### src/rtl/serial_wide_compare_pkg.sv
// Shared definitions for the serial wide magnitude comparator:
// one-hot result codes and the control FSM state encoding.
package serial_wide_compare_pkg;

  // One-hot comparison results; also used as the cascade code between nibbles.
  localparam logic [2:0] CMP_GT = 3'b100;
  localparam logic [2:0] CMP_LT = 3'b010;
  localparam logic [2:0] CMP_EQ = 3'b001;

  typedef enum logic [1:0] {
    IDLE = 2'b00,
    RUN  = 2'b01,
    DONE = 2'b10
  } state_t;

endpackage

### src/rtl/serial_wide_compare_nibble_cmp_cell.sv
// 4-bit cascade comparator cell. A nibble difference decides the result
// outright; equal nibbles pass the less-significant verdict through.
module nibble_cmp_cell
  import serial_wide_compare_pkg::*;
(
  input  logic [3:0] a,
  input  logic [3:0] b,
  input  logic [2:0] cascade_in,
  output logic [2:0] result
);

  // Pick this nibble's verdict, deferring to the cascade when equal.
  always_comb begin
    // NOTE: assign a default before any branching so no latch is inferred.
    result = cascade_in;
    if (a > b)      result = CMP_GT;
    else if (a < b) result = CMP_LT;
  end

endmodule

### src/rtl/serial_wide_compare.sv
// Sequential magnitude comparator for wide unsigned operands. Operands are
// captured on iStart and walked LSB nibble first through a single cascade
// cell; the last (most significant) nibble's verdict is the final result.
module serial_wide_compare
  import serial_wide_compare_pkg::*;
#(
  parameter int NIBBLES = 4
) (
  input  logic                 iClk,
  input  logic                 iRst,
  input  logic                 iStart,
  input  logic [4*NIBBLES-1:0] iData_a,
  input  logic [4*NIBBLES-1:0] iData_b,
  output logic                 oBusy,
  output logic                 oDone,
  output logic [2:0]           oData
);

  localparam int              WIDTH    = 4 * NIBBLES;
  localparam int              CNT_W    = (NIBBLES > 1) ? $clog2(NIBBLES) : 1;
  localparam logic [CNT_W-1:0] LAST_NIB = CNT_W'(NIBBLES - 1);

  state_t           state;
  state_t           stateNext;
  logic [WIDTH-1:0] aReg;
  logic [WIDTH-1:0] bReg;
  logic [CNT_W-1:0] nibCnt;
  logic [2:0]       cascade;
  logic [3:0]       nibA;
  logic [3:0]       nibB;
  logic [2:0]       cellOut;
  logic             loadOps;
  logic             stepRun;
  logic             lastNib;

  // Nibble select: shift the current nibble down to bit 0.
  assign nibA    = 4'(aReg >> {nibCnt, 2'b00});
  assign nibB    = 4'(bReg >> {nibCnt, 2'b00});
  assign lastNib = (nibCnt == LAST_NIB);

  nibble_cmp_cell uCell (
    .a          (nibA),
    .b          (nibB),
    .cascade_in (cascade),
    .result     (cellOut)
  );

  // Next-state and control decode; outputs follow the current state only.
  always_comb begin
    stateNext = state;
    loadOps   = 1'b0;
    stepRun   = 1'b0;
    oBusy     = 1'b0;
    oDone     = 1'b0;
    case (state)
      IDLE: begin
        if (iStart) begin
          loadOps   = 1'b1;
          stateNext = RUN;
        end
      end
      RUN: begin
        oBusy   = 1'b1;
        stepRun = 1'b1;
        if (lastNib) stateNext = DONE;
      end
      DONE: begin
        oDone     = 1'b1;
        stateNext = IDLE;
      end
      default: stateNext = IDLE;
    endcase
  end

  // State, operand, counter, cascade and result registers.
  always_ff @(posedge iClk or posedge iRst) begin
    if (iRst) begin
      state   <= IDLE;
      // NOTE: operand registers are reset too, so no X ever reaches the cell.
      aReg    <= '0;
      bReg    <= '0;
      nibCnt  <= '0;
      cascade <= CMP_EQ;
      oData   <= CMP_EQ;
    end else begin
      // NOTE: non-blocking assignments let every register see pre-edge values.
      state <= stateNext;
      if (loadOps) begin
        aReg    <= iData_a;
        bReg    <= iData_b;
        nibCnt  <= '0;
        cascade <= CMP_EQ;
      end
      if (stepRun) begin
        cascade <= cellOut;
        if (lastNib) begin
          nibCnt <= '0;
          oData  <= cellOut;
        end else begin
          nibCnt <= nibCnt + 1'b1;
        end
      end
    end
  end

endmodule

### config.mk
export PLATFORM = sky130hd
export DESIGN_NAME = serial_wide_compare
export DESIGN_NICKNAME = d
export VERILOG_FILES = /design/src/rtl/serial_wide_compare_pkg.sv /design/src/rtl/serial_wide_compare_nibble_cmp_cell.sv /design/src/rtl/serial_wide_compare.sv
export SDC_FILE = /design/constraint.sdc
export NUM_CORES = 1
export LEC_CHECK = 0
export CORE_AREA = 2 2 84 66
export DETAILED_ROUTE_END_ITERATION = 12
export DIE_AREA = 0 0 86 68
export PLACE_DENSITY = 0.65
export SLEW_MARGIN = 20
export SYNTH_ARGS = -nofsm -noshare
export SYNTH_HDL_FRONTEND = slang
export SYNTH_SLANG_ARGS = --single-unit
export TNS_END_PERCENT = 100
### constraint.sdc
create_clock -name iClk -period 2.5 [get_ports iClk]
set_input_delay 0.375 -clock iClk [delete_from_list [all_inputs] [get_ports iClk]]
set_output_delay 0.375 -clock iClk [all_outputs]
set_load 0.005 [all_outputs]
* Word-level counts from Yosys, hierarchy flattened
Cells that the tools add are included.
** Operators by class
- Eq/ne operators :: 5
- Shift operators :: 2
- Reductions and logical operators :: 4
- Add/subtract/negate cells :: 1
- Multiplexer cells :: 14
- Order comparisons :: 2
** Operators by type and width (count)
- 16-bit by 4-bit right shift with 4-bit output :: 2
- 3-bit 2-to-1 mux :: 4
- 2-bit 2-to-1 mux :: 5
- 2-bit == test, second input constant :: 2
- 4-bit > comparator :: 1
- 4-bit < comparator :: 1
- 1-bit 2-to-1 mux :: 4
- 2-bit != test, second input constant :: 2
- 2-bit one-hot mux with 2 select lines :: 1
- 2-bit AND reduction :: 2
- 2-bit by 1-bit adder with 2-bit output, second input constant :: 1
- 2-bit by 1-bit == test with 1-bit output, second input constant :: 1
- 2-bit logical NOT :: 1
- 2-bit nonzero test :: 1
** Word-level totals
- Bits in registers :: 42
- Logic and storage cells :: 34

* Longest topological paths before layout
Gate-level depths: netlist of the first run.
- Word-level depth :: 5
- Gate-level depth with buffers :: 8
- Depth with buffers taken out :: 7

* Modules after synthesis
From an unflattened synthesis of the first run, not the netlist that was laid out.
** Unflattened totals
- Cell total of the unflattened synthesis :: 127
- Area, all modules :: 1950.6 sq um
** Modules (own cells, without submodules)
- serial_wide_compare :: instances 1, cells each 110, area an instance 1813.0 sq um
- nibble_cmp_cell :: instances 1, cells each 17, area an instance 137.6 sq um

* Worst setup path before layout of the first run
OpenSTA, ideal clock, no wires.
- Path kind :: flip-flop to flip-flop
- From :: register nibCnt[0]
- To :: register cascade[2]
- Cell stages (with the launch flop) :: 8
- Clock period less this slack :: 2.089 ns
- Setup slack :: 0.411 ns
- Data required time :: 2.413 ns
- Arrival time :: 2.002 ns
- Path through :: dfrtp_1 > buf_2 > mux4_2 > ha_1 > nand2_1 > a21oi_1 > o211ai_1 > a22oi_1
** On the way
- Longest elaborated chain between the ends :: 5
** RTL lines
- from (decl) :: line serial_wide_compare.sv:27 : logic [CNT_W-1:0] nibCnt;
- from (signal assigned) :: line serial_wide_compare.sv:100 : nibCnt <= nibCnt + 1'b1;
- 16-bit by 4-bit right shift with 4-bit output, on equally long branches :: line serial_wide_compare.sv:37, serial_wide_compare.sv:38
- 4-bit < comparator :: line serial_wide_compare_nibble_cmp_cell.sv:17 : else if (a < b) result = CMP_LT;
- 3-bit 2-to-1 mux :: line serial_wide_compare_nibble_cmp_cell.sv:17
- 3-bit 2-to-1 mux (*) :: line serial_wide_compare_nibble_cmp_cell.sv:16 : if (a > b) result = CMP_GT;
- 3-bit 2-to-1 mux (*) :: line serial_wide_compare.sv:94 : if (stepRun) begin
- to (signal assigned) :: line serial_wide_compare.sv:95 : cascade <= cellOut;
- to (decl) :: line serial_wide_compare.sv:28 : logic [2:0] cascade;
Mark *: on every way between the ends. The rest lies on a longest branch, timed or not.
A chain may end at the register's enable or synchronous reset.

* Final worst setup path of the first run
Ends and elaborated chain as after synthesis.

==> results by group, run 1 <==
Outcome
  • Run status: finished, final reports clean

Setup path
  • R2R Path Start: nibCnt[0]
  • Critical path capture point type: flip-flop
  • FF-to-FF path depth: 8
  • CP max FO: 7
  • WS Path Type: reg -> reg
  • CP Launch Point: nibCnt[0]
  • Critical path launch point type: flip-flop
  • Req. time, crit path: 2.71 ns
  • RR Endpoint: cascade[2]
  • Buf/Inv on CP: 2
  • Critical path cell sequence: buf_4 -> mux4_2 -> inv_1 -> ha_1 -> nand2_1 -> a21oi_1 -> o211ai_1 -> a22oi_1
  • CP max-delay cell: mux4_2
  • Worst Path Arrival: 2.39 ns
  • Slowest stage delay, CP: 0.50 ns
  • Crit path max-delay family: compound AO/OA/AOI/OAI gates
  • R2R setup slack: 0.33 ns

Place
  • Detailed placement HPWL: 2830 um
  • Buffers on Ports: 39
  • DP Worst Slack: 0.240 ns
  • Placer congestion estimate: 0.801
  • Inst Count DP: 235
  • Post-DP Area: 0.00240 mm^2

Synth
  • Register area share after synthesis: 0.538
  • Synth Warn #: 0
  • Avg Inst Size Synth: 14.3 um^2
  • Yosys cell types: 32
  • Yosys reg bits: 42
  • Top cell type's share of synthesized area: 0.512
  • Mapped cell area: 0.00196 mm^2
  • Biggest area consumer among synthesized cells: dfrtp_1
  • Syn Nets: 177
  • Syn Inst Count: 137
  • Area contributors post-synth: dfrtp_1, mux2_2, mux4_2, ha_1, dfstp_2

Timing
  • Final period util: 0.869
  • Worst-Margin Slew: 0.527 ns
  • Final Max Slew Viols: 0
  • Final setup TNS: 0 ns
  • Final min period: 2.17 ns
  • Hold slack: 0.494 ns
  • Endpoints failing hold: 0
  • Worst relative slew slack: 0.649
  • Setup Skew: 0.000671 ns
  • RSZ-0062 raised after global routing: no
  • PnR worst setup slack: 0.327 ns
  • Final setup viols: 0
  • Achievable frequency: 0.460 GHz

Worst hold path
  • Hold path startpoint: oData[0]
  • Hold endpoint: oData[0]
  • Hold Crit Depth: 2
  • Hold/Removal Path Class: reg -> reg

Die
  • Initial core utilization: 0.384
  • # IOs: 40
  • Row count: 23
  • Core Footprint: 0.00509 mm^2
  • Die ar.: 0.00585 mm^2
  • Chip height: 68 um
  • Die W: 86 um

Pwr
  • Switch Pwr: 1.12 mW
  • Total power: 3.26 mW
  • Sequential share of power: 0.382
  • Pint: 2.15 mW
  • PD cells: 1300 mW/mm^2
  • Gate power share: 0.458
  • Peak VDD IR: 0.523 mV
  • Clock share of power: 0.161
  • Leak: 1.04 nW
  • Switch share: 0.342

Clock network
  • CTS max path bufs: 2
  • Clock latency on the worst-skew pair: 0.29 ns
  • CTS Hold Bufs: 0
  • Clock buffer count from CTS: 5
  • H-tree Lvls: 2
  • Setup bufs post-CTS: 0
  • Reg clk slew, reported paths: 0.08 ns
  • CTS root buffer: clkbuf_8
  • TritonCTS Sinks: 42
  • TritonCTS clock tree: yes

Final layout
  • Final Non-Filler Cells: 243
  • Utilization after layout: 0.493
  • Antenna Diode Count: 0
  • Area delta synth->final: 28.3%
  • Final Cell Area: 0.00251 mm^2
  • Nets: 220
  • Layout cells sized above 1: 0.298

Global route
  • Antenna violations before repair: 0
  • GRT Overall Usage: 0.149
  • Grt ovf: 0
  • Largest net degree at the start of global routing: 43
  • First-pass GRT wire length: 6440 um
  • Number of global-route vias before repair: 1381

Detailed routing
  • DR WL/cell: 15.8 um
  • Post-route ant nets: 0
  • DRC violations left: 0
  • DR iter-0 viols: 44
  • Final wirelength: 3840 um
  • Drt via density: 5.18
  • DR pass1 iterations: 4
  • Routed vias: 1258

Flow run
  • Max_cap viols: 0
-- synth_stat cells (all sizes together) --
| cell | instances |
|---|---|
| nand3 | 1 |
| dfrtp | 40 |
| nand2b | 3 |
| a31oi | 1 |
| mux2 | 32 |
| o221ai | 1 |
| o22a | 1 |
| o21ai | 5 |
| buf | 4 |
| clkbuf | 2 |
| inv | 11 |
| nor2b | 1 |
| nand4 | 1 |
| a21o | 1 |
| and2 | 1 |
| dfstp | 2 |
| nand2 | 4 |
| ha | 5 |
| o21bai | 2 |
| o211ai | 1 |
| nor2 | 3 |
| a21oi | 2 |
| o31ai | 1 |
| a22oi | 1 |
| a311oi | 1 |
| a22o | 1 |
| mux4 | 8 |
| nor3b | 1 |
-- sequential cells by signal, indices dropped and copies added, names as in the netlist --
| register | count |
|---|---|
| bReg | 16 |
| nibCnt | 2 |
| aReg | 16 |
| oData | 3 |
| state | 2 |
| cascade | 3 |
-- layout by cell type, fill, tap and decap left out, types with 2 or more instances in the layout --
master / Yosys / layout
a21oi_1: 2 / 2
buf_4: 0 / 3
clkbuf_8: 0 / 5
clkdlybuf4s50_1: 0 / 39
clkinv_2: 0 / 2
dfrtp_1: 40 / 39
dfstp_2: 2 / 2
ha_1: 5 / 5
inv_1: 11 / 11
mux2_1: 2 / 2
mux2_2: 30 / 30
mux4_2: 8 / 8
nand2_1: 4 / 4
nand2b_1: 2 / 2
nor2_1: 3 / 3
o21ai_0: 5 / 5
o21bai_1: 2 / 2
-- tightest hold or removal path: stages (launching register included) --
cell and delay [ns]:
dfstp_2 0.37, inv_1 0.04, o21ai_0 0.08
-- cells by family (layout without fill, tap and decap cells) --
family | count (synthesis) | count (layout) | share of synthesized area
and+or+nand+nor | 15 | 15 | 0.0460
AOI/OAI and AO/OA | 18 | 18 | 0.0620
buffers and inverters | 17 | 61 | 0.0454
muxes | 40 | 40 | 0.276
DFF | 42 | 42 | 0.538
adders and majority gates | 5 | 5 | 0.0320
-- per-layer routing --
layer	part of all wire	GRT usage
met1	0.44	0.179
met5	0	0
met4	0.015	0.0635
met3	0.056	0.0567
met2	0.49	0.242
-- power by group through the flow --
stage | Sequential, mW | Clock [mW] | Combinational, mW
after floorplan | 1.15 | 0 | 1.21
after global placement | 1.25 | 0 | 1.41
after detailed placement | 1.26 | 0 | 1.49
after CTS | 1.25 | 0.541 | 1.50
after global routing | 1.29 | 0.574 | 1.69
final | 1.25 | 0.524 | 1.49
-- cell type report --
type                       count  area, um^2
clock inverter                 3        40.0
clock buffer                   5        68.8
multi-input combinational     78         815
inverter                      11        41.3
fill                         447        2580
timing repair buffer          42         413
sequential                    42        1050
tap                           62        77.6
-- worst max path at each step --
stage / cells past startpoint / slack [ns] / endpoint
final: 8 / 0.33 / cascade[2]
after floorplan: 7 / 0.41 / cascade[2]
after detailed placement: 7 / 0.24 / cascade[2]
after global placement: 7 / 0.31 / oData[0]
after CTS: 8 / 0.21 / oData[2]
after global routing: 8 / 0.10 / cascade[2]
-- repair_timing --
action | in CTS | in global routing
gates resized for setup | 0 | 1
hold endpoints to repair | 0 | 0
endpoints found under the setup margin | 0 | 2
(Power assumes the default switching activity.)
==> run 2: changes to the inputs <==
Settings changed: CORE_AREA 2 2 84 66 to 2 2 76 60, DIE_AREA 0 0 86 68 to 0 0 78 62, PLACE_DENSITY 0.65 to 0.77.
==> results by group, run 2 (same netlist as run 1, synthesis figures left out) <==
Outcome
  • Run status: finished, final reports clean (unchanged)

Setup path
  • CP max FO: 7 (unchanged)
  • Critical path capture point type: flip-flop (unchanged)
  • CP Launch Point: nibCnt[0] (unchanged)
  • Req. time, crit path: 2.71 ns (about the same)
  • WS Path Type: reg -> reg (unchanged)
  • Critical path launch point type: flip-flop (unchanged)
  • Worst Path Arrival: 2.39 ns (about the same)
  • R2R Path Start: nibCnt[0] (unchanged)

Clock network
  • Clock buffer count from CTS: 5 (unchanged)
  • H-tree Lvls: 2 (unchanged)
  • Resize count post-CTS: 0 (unchanged)
  • CTS root buffer: clkbuf_8 (unchanged)
  • TritonCTS clock tree: yes (unchanged)
  • CTS max path bufs: 2 (unchanged)
  • Reg clk slew, reported paths: 0.08 ns (about the same)
  • TritonCTS Sinks: 42 (unchanged)
  • Clock latency on the worst-skew pair: 0.29 ns (about the same)
  • CTS Hold Bufs: 0 (unchanged)
  • Setup bufs post-CTS: 0 (unchanged)

Detailed routing
  • Routed vias: 1233 (was 1258)
  • Drt via density: 5.16 (was 5.18)
  • DR iter-0 viols: 62 (was 44)
  • DR WL/cell: 14.2 um (was 15.8 um)
  • DRC violations left: 0 (unchanged)
  • DR pass1 iterations: 4 (unchanged)
  • Final wirelength: 3390 um (was 3840 um)
  • Post-route ant nets: 0 (unchanged)

Pwr
  • Switch share: 0.325 (was 0.342)
  • Peak VDD IR: 0.578 mV (was 0.523 mV)
  • Clock share of power: 0.193 (was 0.161)
  • PD cells: 1330 mW/mm^2 (was 1300 mW/mm^2)
  • Leak: 1.06 nW (was 1.04 nW)
  • Gate power share: 0.450 (was 0.458)
  • Pint: 2.29 mW (was 2.15 mW)
  • Sequential share of power: 0.357 (was 0.382)
  • Switch Pwr: 1.10 mW (was 1.12 mW)

Final layout
  • Largest regs: aReg (16), bReg (16) (unchanged)
  • Antenna Diode Count: 0 (unchanged)
  • Commonest non-fill, non-tap cell in the layout: dfrtp_1
  • Area delta synth->final: 30.0% (was 28.3%)
  • Flip-flop and latch area: 0.00105 mm^2 (about the same)
  • Multi-input logic area: 815 um^2 (unchanged)
  • Final Non-Filler Cells: 239 (was 243)
  • Commonest cells after routing, fill and taps aside: dfrtp_1, clkdlybuf4s50_1, mux2_2 (unchanged)
  • Layout cells sized above 1: 0.297 (was 0.298)
  • Fill count: 334 (was 447)
  • Utilization after layout: 0.605 (was 0.493)
  • Nets: 221 (was 220)

Global route
  • Largest net degree at the start of global routing: 43 (unchanged)
  • GRT Overall Usage: 0.162 (was 0.149)
  • First-pass GRT wire length: 5820 um (was 6440 um)
  • Number of global-route vias before repair: 1242 (was 1381)
  • Antenna violations before repair: 0 (unchanged)
  • Grt ovf: 0 (unchanged)

Place
  • Buffers on Ports: 39 (unchanged)
  • DP Worst Slack: 0.372 ns (was 0.240 ns)
  • Detailed placement HPWL: 2480 um (was 2830 um)
  • Inst Count DP: 231 (was 235)
  • Placer congestion estimate: 0.847 (was 0.801)

Die
  • Chip height: 62 um (was 68 um)
  • Initial core utilization: 0.465 (was 0.384)
  • Die W: 78 um (was 86 um)
  • Die ar.: 0.00484 mm^2 (was 0.00585 mm^2)
  • # IOs: 40 (unchanged)
  • Core Footprint: 0.00420 mm^2 (was 0.00509 mm^2)
  • Row count: 21 (was 23)

Worst hold path
  • Hold/Removal Path Class: reg -> reg (unchanged)
  • Hold path startpoint: aReg[15] (was oData[0])

Timing
  • RSZ-0062 raised after global routing: no (unchanged)
  • Final period util: 0.873 (was 0.869)
  • Worst relative slew slack: 0.654 (was 0.649)
  • Final setup TNS: 0 ns (unchanged)
  • PnR worst setup slack: 0.318 ns (was 0.327 ns)
  • Setup Skew: 0.00253 ns (was 0.000671 ns)
  • Hold slack: 0.487 ns (was 0.494 ns)
  • Final min period: 2.18 ns (was 2.17 ns)
  • Final Max Slew Viols: 0 (unchanged)
  • Endpoints failing hold: 0 (unchanged)
  • Final setup viols: 0 (unchanged)
  • Worst-Margin Slew: 0.519 ns (was 0.527 ns)
  • Achievable frequency: 0.458 GHz (was 0.460 GHz)

Flow run
  • Max_cap viols: 0 (unchanged)
[run 2: changes by cell type in the layout (fill, tap and decap cells not counted), sizes merged]
cell,change
clkinv,-2
bufinv,+1
clkbuf,+1
buf,+1
[run 2: metrics by stage]
step / power [mW] / area [um^2]
floorplan: 2.36 / 1960
global placement: 2.68 / 2400
detailed placement: 2.75 / 2400
CTS: 3.42 / 2540
global route: 3.64 / 2540
finish: 3.39 / 2540
[run 2: path summary, 6_finish.rpt]
| check | end | cells after the start | slack [ns] |
|---|---|---|---|
| max in group asynchronous | cascade[0] | 3 | 1.62 |
| worst min register to register | aReg[15] | 1 | 0.49 |
| min in group asynchronous | bReg[12] | 3 | 0.50 |
| worst max-delay path | cascade[2] | 7 | 0.32 |
| worst max register to register | cascade[2] | 7 | 0.32 |
| worst min-delay path | aReg[15] | 1 | 0.49 |
[run 2: area by class of cell]
class | instances | share of cell area
timing repair buffer | 43 | 0.165
inverter | 11 | 0.0162
sequential | 42 | 0.414
tap | 57 | 0.0280
multi-input combinational | 78 | 0.320
clock buffer | 6 | 0.0325
clock inverter | 2 | 0.0236
[run 2: power by group through the flow]
| stage | Clock [mW] | Combinational [mW] | Sequential (mW) |
|---|---|---|---|
| final | 0.653 | 1.53 | 1.21 |
| after global routing | 0.696 | 1.69 | 1.26 |
| after CTS | 0.663 | 1.54 | 1.22 |
| after detailed placement | 0 | 1.52 | 1.23 |
| after global placement | 0 | 1.46 | 1.22 |
| after floorplan | 0 | 1.21 | 1.15 |
[run 2: metal layers]
layer	GRT usage	vias up	wire length [um]
met1	0.215	611	1580
li1	-	581	-
met3	0.0549	10	188
met4	0.0752	0	69
met5	0	-	0
met2	0.248	31	1560
[run 2: worst max-delay path: stages (launching register included)]
cell      delay [ns]
dfrtp_1         0.35
buf_4           0.17
mux4_2          0.52
ha_1            0.36
nand2_1         0.10
a21oi_1         0.26
o211ai_1        0.14
a22oi_1         0.19
==> run 3: changes to the inputs <==
Settings changed: CAP_MARGIN from default to 20.
==> results of run 3 <==
Final layout, timing and power as in run 2 (identical DEF).
